[src/rtl/miss_msg_det_pkg.sv]
// Shared MoldUDP64 defaults (field widths, session-gap limit) and the
// packet classification used by the miss detector.
package miss_msg_det_pkg;

    localparam int SEQ_NUM_W_DEF = 64;
    localparam int SID_W_DEF     = 80;
    localparam int ML_W_DEF      = 16;

    // Session jumps larger than this are treated as a resync, not a loss.
    localparam logic [79:0] SID_GAP_MAX_DEF = 80'h1 << 63;

    typedef enum logic [2:0] {
        PK_IDLE,
        PK_INORDER,
        PK_SEQ_GAP,
        PK_LATE,
        PK_SID_GAP,
        PK_SID_RESYNC,
        PK_SID_OLD
    } pkt_kind_e;

endpackage

[src/rtl/miss_msg_det.sv]
// MoldUDP64 missed-message detector: tracks expected session/sequence and
// reports gaps. Build option MISS_SID_DET_EN enables session-gap reporting.
module miss_msg_det
    import miss_msg_det_pkg::*;
#(
    parameter int               SEQ_NUM_W   = SEQ_NUM_W_DEF,
    parameter int               SID_W       = SID_W_DEF,
    parameter int               ML_W        = ML_W_DEF,
    parameter logic [SID_W-1:0] SID_GAP_MAX = SID_W'(SID_GAP_MAX_DEF)
) (
    input  logic                 clk,
    input  logic                 nreset,

    input  logic                 v_i,
    input  logic [SID_W-1:0]     sid_i,
    input  logic [SEQ_NUM_W-1:0] seq_num_i,
    input  logic [ML_W-1:0]      msg_cnt_i,
    input  logic                 eos_i,

    output logic                 miss_seq_num_v_o,
    output logic [SID_W-1:0]     miss_seq_num_sid_o,
    output logic [SEQ_NUM_W-1:0] miss_seq_num_start_o,
    output logic [SEQ_NUM_W-1:0] miss_seq_num_cnt_o,

    output logic                 miss_sid_v_o,
    output logic [SID_W-1:0]     miss_sid_start_o,
    output logic [SEQ_NUM_W-1:0] miss_sid_seq_num_start_o,
    output logic [SID_W-1:0]     miss_sid_cnt_o,
    output logic [SEQ_NUM_W-1:0] miss_sid_seq_num_end_o
);

    // Valid-only outputs: each *_v_o is a single-cycle pulse with no
    // back-pressure; its data fields are meaningful only while it is high.

    logic [SID_W-1:0]     sid_q;
    logic [SEQ_NUM_W-1:0] seq_q;

    logic                 r_seq_v;
    logic [SID_W-1:0]     r_seq_sid;
    logic [SEQ_NUM_W-1:0] r_seq_start;
    logic [SEQ_NUM_W-1:0] r_seq_cnt;

    pkt_kind_e            w_kind;
    logic [SID_W-1:0]     w_sid_diff;
    logic [SEQ_NUM_W-1:0] w_seq_diff;
    logic [SEQ_NUM_W-1:0] w_seq_next;
    logic                 w_same_sid;

    assign w_sid_diff = sid_i - sid_q;
    assign w_seq_diff = seq_num_i - seq_q;
    assign w_seq_next = seq_num_i + SEQ_NUM_W'(msg_cnt_i) + SEQ_NUM_W'(1);
    assign w_same_sid = (w_kind == PK_INORDER) || (w_kind == PK_SEQ_GAP) ||
                        (w_kind == PK_LATE);

    always_comb begin
        w_kind = PK_IDLE;
        if (v_i) begin
            if (sid_i == sid_q) begin
                if (seq_num_i == seq_q)
                    w_kind = PK_INORDER;
                else if (seq_num_i > seq_q)
                    w_kind = PK_SEQ_GAP;
                else
                    w_kind = PK_LATE;
            end else if (sid_i > sid_q) begin
                if (w_sid_diff <= SID_GAP_MAX)
                    w_kind = PK_SID_GAP;
                else
                    w_kind = PK_SID_RESYNC;
            end else begin
                w_kind = PK_SID_OLD;
            end
        end
    end

    // EOS only closes the session it names; an EOS for another session
    // follows the ordinary session rules.
    always_ff @(posedge clk) begin
        if (nreset) begin
            sid_q       <= '0;
            seq_q       <= '0;
            r_seq_v     <= 1'b0;
            r_seq_sid   <= '0;
            r_seq_start <= '0;
            r_seq_cnt   <= '0;
        end else begin
            r_seq_v <= 1'b0;
            case (w_kind)
                PK_INORDER: seq_q <= w_seq_next;
                PK_SEQ_GAP: begin
                    r_seq_v     <= 1'b1;
                    r_seq_sid   <= sid_q;
                    r_seq_start <= seq_q;
                    r_seq_cnt   <= w_seq_diff;
                    seq_q       <= w_seq_next;
                end
                PK_SID_GAP, PK_SID_RESYNC: begin
                    sid_q <= sid_i;
                    seq_q <= w_seq_next;
                end
                default: ;
            endcase
            if (w_same_sid && eos_i) begin
                sid_q <= sid_q + SID_W'(1);
                seq_q <= '0;
            end
        end
    end

    assign miss_seq_num_v_o     = r_seq_v;
    assign miss_seq_num_sid_o   = r_seq_sid;
    assign miss_seq_num_start_o = r_seq_start;
    assign miss_seq_num_cnt_o   = r_seq_cnt;

`ifdef MISS_SID_DET_EN
    logic                 r_sid_v;
    logic [SID_W-1:0]     r_sid_start;
    logic [SEQ_NUM_W-1:0] r_sid_seq_start;
    logic [SID_W-1:0]     r_sid_cnt;
    logic [SEQ_NUM_W-1:0] r_sid_seq_end;

    always_ff @(posedge clk) begin
        if (nreset) begin
            r_sid_v         <= 1'b0;
            r_sid_start     <= '0;
            r_sid_seq_start <= '0;
            r_sid_cnt       <= '0;
            r_sid_seq_end   <= '0;
        end else begin
            r_sid_v <= 1'b0;
            if (w_kind == PK_SID_GAP) begin
                r_sid_v         <= 1'b1;
                r_sid_start     <= sid_q;
                r_sid_seq_start <= seq_q;
                r_sid_cnt       <= w_sid_diff;
                r_sid_seq_end   <= seq_num_i;
            end
        end
    end

    assign miss_sid_v_o             = r_sid_v;
    assign miss_sid_start_o         = r_sid_start;
    assign miss_sid_seq_num_start_o = r_sid_seq_start;
    assign miss_sid_cnt_o           = r_sid_cnt;
    assign miss_sid_seq_num_end_o   = r_sid_seq_end;
`else
    assign miss_sid_v_o             = 1'b0;
    assign miss_sid_start_o         = '0;
    assign miss_sid_seq_num_start_o = '0;
    assign miss_sid_cnt_o           = '0;
    assign miss_sid_seq_num_end_o   = '0;
`endif

endmodule

[config.mk]
export PLATFORM = sky130hd
export DESIGN_NAME = miss_msg_det
export DESIGN_NICKNAME = d
export VERILOG_FILES = /design/src/rtl/miss_msg_det_pkg.sv /design/src/rtl/miss_msg_det.sv
export SDC_FILE = /design/constraint.sdc
export NUM_CORES = 1
export LEC_CHECK = 0
export BUFFER_PORTS_ARGS = -buffer_cell sky130_fd_sc_hd__buf_2
export CAP_MARGIN = 40
export CORE_AREA = 5 5 270 272
export CTS_CLUSTER_DIAMETER = 100
export DETAILED_ROUTE_END_ITERATION = 10
export DIE_AREA = 0 0 275 277
export PLACE_DENSITY_LB_ADDON = 0.2
export RECOVER_POWER = 100
export SETUP_SLACK_MARGIN = 0.15
export SLEW_MARGIN = 10
export SYNTH_ARGS = -nofsm -noshare
export SYNTH_HDL_FRONTEND = slang
export SYNTH_SLANG_ARGS = --single-unit
[constraint.sdc]
create_clock -name clk -period 3.8 [get_ports clk]
set_input_delay 0.19 -clock clk [delete_from_list [all_inputs] [get_ports clk]]
set_output_delay 0.19 -clock clk [all_outputs]
set_load 0.1 [all_outputs]
==> results of run 1 <==
timing repair:
| action | in CTS | in global routing |
|---|---|---|
| endpoints found under the hold margin | 125 | 0 |
| gates resized for setup | 0 | 6 |
| hold buffers | 126 | 0 |
| endpoints found under the setup margin | 0 | 181 |
| buffers inserted | 0 | 1 |
logic make-up after synthesis:
kind of cell | count (synthesis) | share of synthesized area, %
AOI/OAI and AO/OA | 799 | 21.6
xor gates and xnor gates | 139 | 5.01
adders and majority gates | 163 | 8.45
buffers and inverters | 621 | 15.2
DFF | 353 | 29.1
muxes | 2 | 0.0824
other | 1 | 0.0154
and+or+nand+nor | 1084 | 20.6
power by group through the flow:
| stage | clock (mW) | combinational (mW) | sequential, mW |
|---|---|---|---|
| CTS | 4.75 | 3.96 | 4.04 |
| detailed placement | 0 | 3.83 | 4.12 |
| global route | 4.88 | 4.27 | 4.06 |
| floorplan | 0 | 3.31 | 4.06 |
| global placement | 0 | 3.84 | 4.12 |
| finish | 4.60 | 3.96 | 4.04 |
placed cells by master (no fill, tap or decap), types with 71 or more instances in the layout:
cell type and count:
sky130_fd_sc_hd__nand2_1 522, sky130_fd_sc_hd__dfxtp_1 353, sky130_fd_sc_hd__a21oi_1 348, sky130_fd_sc_hd__conb_1 289, sky130_fd_sc_hd__clkbuf_1 216, sky130_fd_sc_hd__nor2_1 182, sky130_fd_sc_hd__inv_1 179, sky130_fd_sc_hd__buf_2 162
sky130_fd_sc_hd__ha_1 161, sky130_fd_sc_hd__dlygate4sd3_1 126, sky130_fd_sc_hd__o21ai_0 99, sky130_fd_sc_hd__xnor2_1 92, sky130_fd_sc_hd__nand3_1 77, sky130_fd_sc_hd__a21o_1 71
state kept, by name, indices dropped and copies added (netlist names):
register	cells
miss_seq_num_sid_o	80
sid_q	80
miss_seq_num_cnt_o	64
miss_seq_num_start_o	64
seq_q	64
miss_seq_num_v_o	1
per-layer routing:
layer	GRT usage, %	up-vias	share of wire [%]
met5	0	-	0.016
met1	26.7	10630	43
met4	4.54	2	2.1
met3	4.28	92	6.3
li1	-	11356	-
met2	34.7	570	48
metrics by stage:
step / instance area, sq um / total power, mW / utilization [%]
final: 28800 / 12.6 / 40.9
after CTS: 29200 / 12.7 / 41.4
after global placement: 26300 / 7.96 / 37.3
after detailed placement: 26300 / 7.95 / 37.3
after floorplan: 25400 / 7.37 / -
after global routing: 28800 / 13.2 / 40.9
worst reg2reg max path, stage by stage (launching register included):
cell	delay, ps
sky130_fd_sc_hd__dfxtp_1	390
sky130_fd_sc_hd__inv_1	110
sky130_fd_sc_hd__ha_1	290
sky130_fd_sc_hd__a21o_1	160
sky130_fd_sc_hd__a21o_1	170
sky130_fd_sc_hd__a21oi_1	130
sky130_fd_sc_hd__o21a_1	170
sky130_fd_sc_hd__o2111ai_1	180
sky130_fd_sc_hd__a211o_1	330
sky130_fd_sc_hd__o221ai_2	280
sky130_fd_sc_hd__a31oi_4	210
sky130_fd_sc_hd__clkbuf_2	340
sky130_fd_sc_hd__a222oi_1	570
sky130_fd_sc_hd__nor2_1	70
cell type report:
cell class                      instances  area, sq um  area share (%)
Antenna cell                            3         7.51          0.0261
Clock buffer                           63         1330            4.60
Clock inverter                         19          250           0.869
Inverter                              179          672            2.33
Multi-Input combinational cell       2476        14600            50.5
Sequential cell                       353         7070            24.5
Tap cell                              950         1190            4.13
Timing Repair Buffer                  586         3740            13.0
how the worst max path moves through the flow:
stage          cells after the start                     end  slack (ps)  startpoint
2_1_floorplan                     13  miss_seq_num_cnt_o[59]         840    seq_q[0]
3_3_place_gp                      12               sid_q[10]         240   sid_q[23]
3_5_place_dp                      12               sid_q[10]         220   sid_q[23]
4_1_cts                           12               sid_q[10]         200   sid_q[23]
5_1_grt                           14  miss_seq_num_cnt_o[57]          60    seq_q[1]
6_report                          13               sid_q[62]         270   sid_q[53]
==> summary.md, run 1 <==
| Metric | Value |
|---|---|
| Run status | finished clean |
| Unique masters post-synth | 93 |
| Worst setup path category | flop to flop |
| End point of the worst hold path | seq_q[20] |
| Combinational fraction of design power | 31.4% |
| Wire per inst | 18.1 um |
| Clock buffer depth | 3 |
| Required arrival time at the worst endpoint | 4230 ps |
| Leading post-synthesis cells by instance count | sky130_fd_sc_hd__nand2_1, sky130_fd_sc_hd__dfxtp_1, sky130_fd_sc_hd__a21oi_1 |
| Final critical-path required period | 3530 ps |
| Cells after Synth | 3,162 |
| CTS tree | yes |
| Post-Syn Area | 24,300 sq um |
| Layout Nets | 3,968 |
| Most numerous cell in the Yosys netlist | sky130_fd_sc_hd__nand2_1 |
| Net load switching power | 4.83 mW |
| Clock tree sinks | 353 |
| Antenna violations before repair | 4 |
| Count of flip-flops with a built-in enable after synthesis | 0 |
| Worst clock skew | 17.0 ps |
| Portion of the clock cycle consumed by the worst path in the final layout | 93.0% |
| Worst reg-to-reg path cell count | 13 |
| Share of the synthesized area in the top cell type | 29.1% |
| Post-synth ARST share | 0% |
| Chip width | 275 um |
| Number of synthesis warnings | 0 |
| Number of violations of the max-capacitance limit | 0 |
| Via count of the first global-routing pass | 21.7k |
| Reg-to-reg setup timing slack | 270 ps |
| Worst setup timing slack at the placement stage | 224 ps |
| Worst Hold Launch | seq_num_i[20] |
| Tightest hold margin | 64.8 ps |
| Slowest cell on the critical path | sky130_fd_sc_hd__a222oi_1 |
| Final setup slack of the worst path | 267 ps |
| Measured slew at the worst slew-check pin | 1450 ps |
| Area growth from synthesis to final layout | 18.6% |
| Vias per cell | 4.89 |
| Cell family contributing the most delay on the critical path | compound AO/OA/AOI/OAI gates |
| Total power density per cell area | 438 nW/um^2 |
| Top post-synthesis cells by area | sky130_fd_sc_hd__dfxtp_1, sky130_fd_sc_hd__buf_4, sky130_fd_sc_hd__ha_1, sky130_fd_sc_hd__nand2_1, sky130_fd_sc_hd__a21oi_1 |
| Final setup viols | 0 |
| Category of the worst setup path launch point | flop |
| Area leader, netlist | sky130_fd_sc_hd__dfxtp_1 |
| Input/output buffers | 372 |
| Core region area | 70,500 sq um |
| Count of placed standard cells including taps | 4,416 |
| Unrepaired setup endpoints after global routing | false |
| Via Count | 22.7k |
| CP Buf/Inv Count | 2 |
| Fraction of final layout cells with drive strength greater than 1 | 10.9% |
| Total length of routed wires | 83,600 um |
| Power Internal | 7.78 mW |
| Max H-tree Level | 2 |
| Post-Syn Area per Cell | 7.68 sq um |
| Pins over their slew limit | 0 |
| Type of the most critical hold path | primary input to flop |
| Worst path max stage delay | 570 ps |
| Pleak | 11.1 nW |
| DR DRC count | 0 |
| Maximum number of pins on one net before global-route repair | 78 |
| Maximum operating frequency | 283 MHz |
| FP Rows | 98 |
| Arrival time of the worst setup path | 3960 ps |
| Switching power share of the total | 38.3% |
| Boundary Pins | 662 |
| Clk network pwr share | 36.5% |
| Fillers | 7,495 |
| GRT Total Usage | 20.4% |
| Cell mode on critical path | sky130_fd_sc_hd__a21o_1 |
| Number of clock buffers inserted by TritonCTS | 45 |
| Height of the chip | 277 um |
| Root buffer cell | sky130_fd_sc_hd__clkbuf_16 |
| Placed wire-length estimate | 63,600 um |
| IR drop worst, VDD | 329 uV |
| Number of failing hold endpoints at the final stage | 0 |
| Wire length of the first global-routing pass | 126,000 um |
| Sort of element at the end of the critical path | flop |
| Crit Reg-Reg Startpoint | sid_q[53] |
| Critical-path maximum fanout | 14 |
| Starting density of the core | 34.5% |
| Worst relative slew slack | 3.65% |
| End of the worst register-to-register path | sid_q[62] |
| Post-detailed-route count of antenna-violating nets | 0 |
| Number of optimization iterations in the first detailed-route pass | 7 |
| TNS Setup | 0 ps |
| Total of flip-flops plus latches after synthesis | 353 |
| Overall die area | 76,200 sq um |
| Clock transition time at the flip-flop clock pins of the worst setup and hold paths | 60 ps |
| Count of non-filler cells in the finished layout | 4,629 |
| Clock latency of the later-clocked register in the worst-skew pair | 580 ps |
| Number of DRC violations after detailed-routing iteration 0 | 1,412 |
| Fraction of the yosys area taken by sequential cells | 29.1% |
| Routability cong. | 0.894 |
| Most used flip-flop cell after synthesis | sky130_fd_sc_hd__dfxtp_1 |
| Count of cells along the worst hold path | 4 |
| Grt ovf | 0 |
| Ordered cell list for the critical path | inv_1 -> ha_1 -> a21o_1 -> a21o_1 -> a21oi_1 -> o21a_1 -> o2111ai_1 -> a211o_1 -> o221ai_2 -> a31oi_4 -> clkbuf_2 -> a222oi_1 -> nor2_1 |
| Share of power burned in registers | 32.0% |
Power figures use the tool's default switching activity.
==> run 2, diff against run 1 <==
- clock period: 3.8 -> 3 ns (I/O delays scaled with it)
==> run 2 against run 1 <==
Compared with the run above: the run now ends with capacitance limit, slew limit, setup timing left; flip-flop and latch count unchanged; clock skew increased by 3.9 ps; sequential power rose by 25%; cell count rose by 11%; global-route usage is 2.9 points higher; sequential share of layout area is 4.9 points lower; combinational power up 70%; non-clock buffer count is 509 higher; clock-buffer cell count did not move; worst hold slack got worse by 33 ps; critical endpoint is now sid_q[50].
==> summary.md, run 2 (synthesis gave the netlist of run 1 again) <==
| Metric | Value |
|---|---|
| GRT Total Usage | 23.3% (+2.9 points) |
| Clock tree sinks | 353 (unchanged) |
| Root buffer cell | sky130_fd_sc_hd__clkbuf_16 |
| Total power density per cell area | 495 nW/um^2 (+13%) |
| Wire per inst | 18.8 um (+3.9%) |
| Clock transition time at the flip-flop clock pins of the worst setup and hold paths | 60 ps (about the same) |
| Total length of routed wires | 96,500 um (+15%) |
| Count of placed standard cells including taps | 4,840 (+9.6%) |
| Final critical-path required period | 3220 ps (-318 ps) |
| Top library cells by usage in the layout, fill and taps aside | sky130_fd_sc_hd__buf_4, sky130_fd_sc_hd__nand2_1, sky130_fd_sc_hd__dfxtp_1, sky130_fd_sc_hd__conb_1, sky130_fd_sc_hd__a21oi_1 |
| Worst setup path category | flop to flop |
| Wire length of the first global-routing pass | 141,000 um (+12%) |
| Critical-path maximum fanout | 7 (-7) |
| Starting density of the core | 34.5% (unchanged) |
| Boundary Pins | 662 (unchanged) |
| Violations in the final reports | capacitance limit, slew limit, setup timing |
| IR drop worst, VDD | 412 uV (+25%) |
| Type of the most critical hold path | primary input to flop |
| Grt ovf | 0 (unchanged) |
| Sort of element at the end of the critical path | flop |
| Instance area after placement | 29,700 sq um (+13%) |
| FP Rows | 98 (unchanged) |
| Via count of the first global-routing pass | 24.4k (+12%) |
| Arrival time of the worst setup path | 3660 ps (-300 ps) |
| Fillers | 6,928 (-7.6%) |
| Layout Nets | 4,479 (+13%) |
| Number of DRC violations after detailed-routing iteration 0 | 1,635 (+16%) |
| Post-detailed-route count of antenna-violating nets | 0 (unchanged) |
| Core region area | 70,500 sq um (unchanged) |
| Unrepaired setup endpoints after global routing | true |
| Design Area, Final | 36,100 sq um (+25%) |
| Run status | finished, violations left |
| Input/output buffers | 372 (unchanged) |
| Max H-tree Level | 2 (unchanged) |
| Routability cong. | 0.886 (-0.84%) |
| Placed wire-length estimate | 67,700 um (+6.4%) |
| Vias per cell | 4.93 (+0.73%) |
| Pins over their slew limit | 1 (+1) |
| Final setup slack of the worst path | -215 ps (-482 ps) |
| Final setup viols | 325 (+325) |
| Maximum number of pins on one net before global-route repair | 57 (-27%) |
| Measured slew at the worst slew-check pin | 1540 ps (+83.6 ps) |
| Worst clock skew | 20.9 ps (+3.90 ps) |
| Via Count | 25.4k (+12%) |
| Maximum operating frequency | 311 MHz (+9.9%) |
| Number of failing hold endpoints at the final stage | 0 (unchanged) |
| Portion of the clock cycle consumed by the worst path in the final layout | 107% (+14 points) |
| Number of violations of the max-capacitance limit | 2 (+2) |
| Area growth from synthesis to final layout | 48.6% |
| Overall die area | 76,200 sq um (unchanged) |
| Category of the worst setup path launch point | flop |
| Number of optimization iterations in the first detailed-route pass | 6 (-1) |
| Reg-to-reg setup timing slack | -220 ps (-480 ps) |
| Pleak | 14.5 nW (+31%) |
| Required arrival time at the worst endpoint | 3440 ps (-790 ps) |
| Antenna violations before repair | 5 (+1) |
| Count of non-filler cells in the finished layout | 5,145 (+11%) |
| CTS tree | yes |
| DR DRC count | 0 (unchanged) |
| Height of the chip | 277 um (unchanged) |
| Fraction of final layout cells with drive strength greater than 1 | 31.5% (+21 points) |
| Most frequent standard cell in the layout excluding fill and tap cells | sky130_fd_sc_hd__buf_4 |
| Chip width | 275 um (unchanged) |
| Clock buffer depth | 3 (unchanged) |
| Clock latency of the later-clocked register in the worst-skew pair | 590 ps (about the same) |
| Number of clock buffers inserted by TritonCTS | 47 (+4.4%) |
| Worst relative slew slack | -1.90% (-5.5 points) |
run 2: metrics by stage:
stage | hold slack (ps) | util [%] | worst slack, ps | TNS [ps] | power [mW]
floorplan | 258 | - | 122 | 0 | 9.35
global route | 20.5 | 51.2 | -346 | -79450 | 18.7
CTS | 2.14 | 49.5 | -247 | -43450 | 17.6
finish | 32.0 | 51.2 | -215 | -31820 | 17.9
global placement | 379 | 42.0 | -272 | -47120 | 10.9
detailed placement | 378 | 42.1 | -282 | -57620 | 10.9
run 2: metal layers:
layer,track usage [%],share of wire (%),vias up
met5,0,0.012,-
met4,6.38,2.8,2
li1,-,-,12417
met1,29.5,42,12031
met3,4.45,6.3,160
met2,40.3,49,749
run 2: worst paths after layout:
| path | cells past startpoint | startpoint | end |
|---|---|---|---|
| setup reg to reg | 17 | sid_q[25] | sid_q[50] |
| hold reg to reg | 2 | miss_seq_num_start_o[51] | miss_seq_num_start_o[51] |
| setup / recovery | 17 | sid_q[25] | sid_q[50] |
| hold / removal | 3 | seq_num_i[26] | seq_q[26] |
run 2: critical path, cell delays in order (launching register included):
cell and delay [ps]:
sky130_fd_sc_hd__dfxtp_2 340, sky130_fd_sc_hd__inv_2 40, sky130_fd_sc_hd__ha_4 260, sky130_fd_sc_hd__nand4_1 140, sky130_fd_sc_hd__nor4_2 340, sky130_fd_sc_hd__buf_4 190, sky130_fd_sc_hd__nand2_2 70, sky130_fd_sc_hd__buf_4 140
sky130_fd_sc_hd__buf_4 130, sky130_fd_sc_hd__nor4_4 310, sky130_fd_sc_hd__nor2_2 110, sky130_fd_sc_hd__o21ai_2 100, sky130_fd_sc_hd__a31oi_4 90, sky130_fd_sc_hd__buf_6 170, sky130_fd_sc_hd__buf_12 150, sky130_fd_sc_hd__clkbuf_16 170
sky130_fd_sc_hd__a221oi_2 260, sky130_fd_sc_hd__nor2_1 60
run 2: power breakdown:
part           switching, mW  internal, mW
Clock                   2.41          3.69
Sequential             0.121          4.91
Combinational           4.22          2.53
run 2: area by class of cell:
type	count	area [sq um]	share of cell area (%)
inverter	179	672	1.86
clock inverter	23	274	0.759
tap	950	1190	3.29
timing repair buffer	1095	8870	24.6
sequential	353	7090	19.6
antenna	6	15.0	0.0416
clock buffer	63	1390	3.85
multi-input combinational	2476	16600	46.0
run 2: what timing repair did:
action,in CTS,in global routing
gates resized for setup,309,250
hold buffers,111,0
pin swaps,134,109
hold endpoints to repair,139,0
buffers inserted,46,18
setup endpoints to repair,352,353
gates cloned,29,9
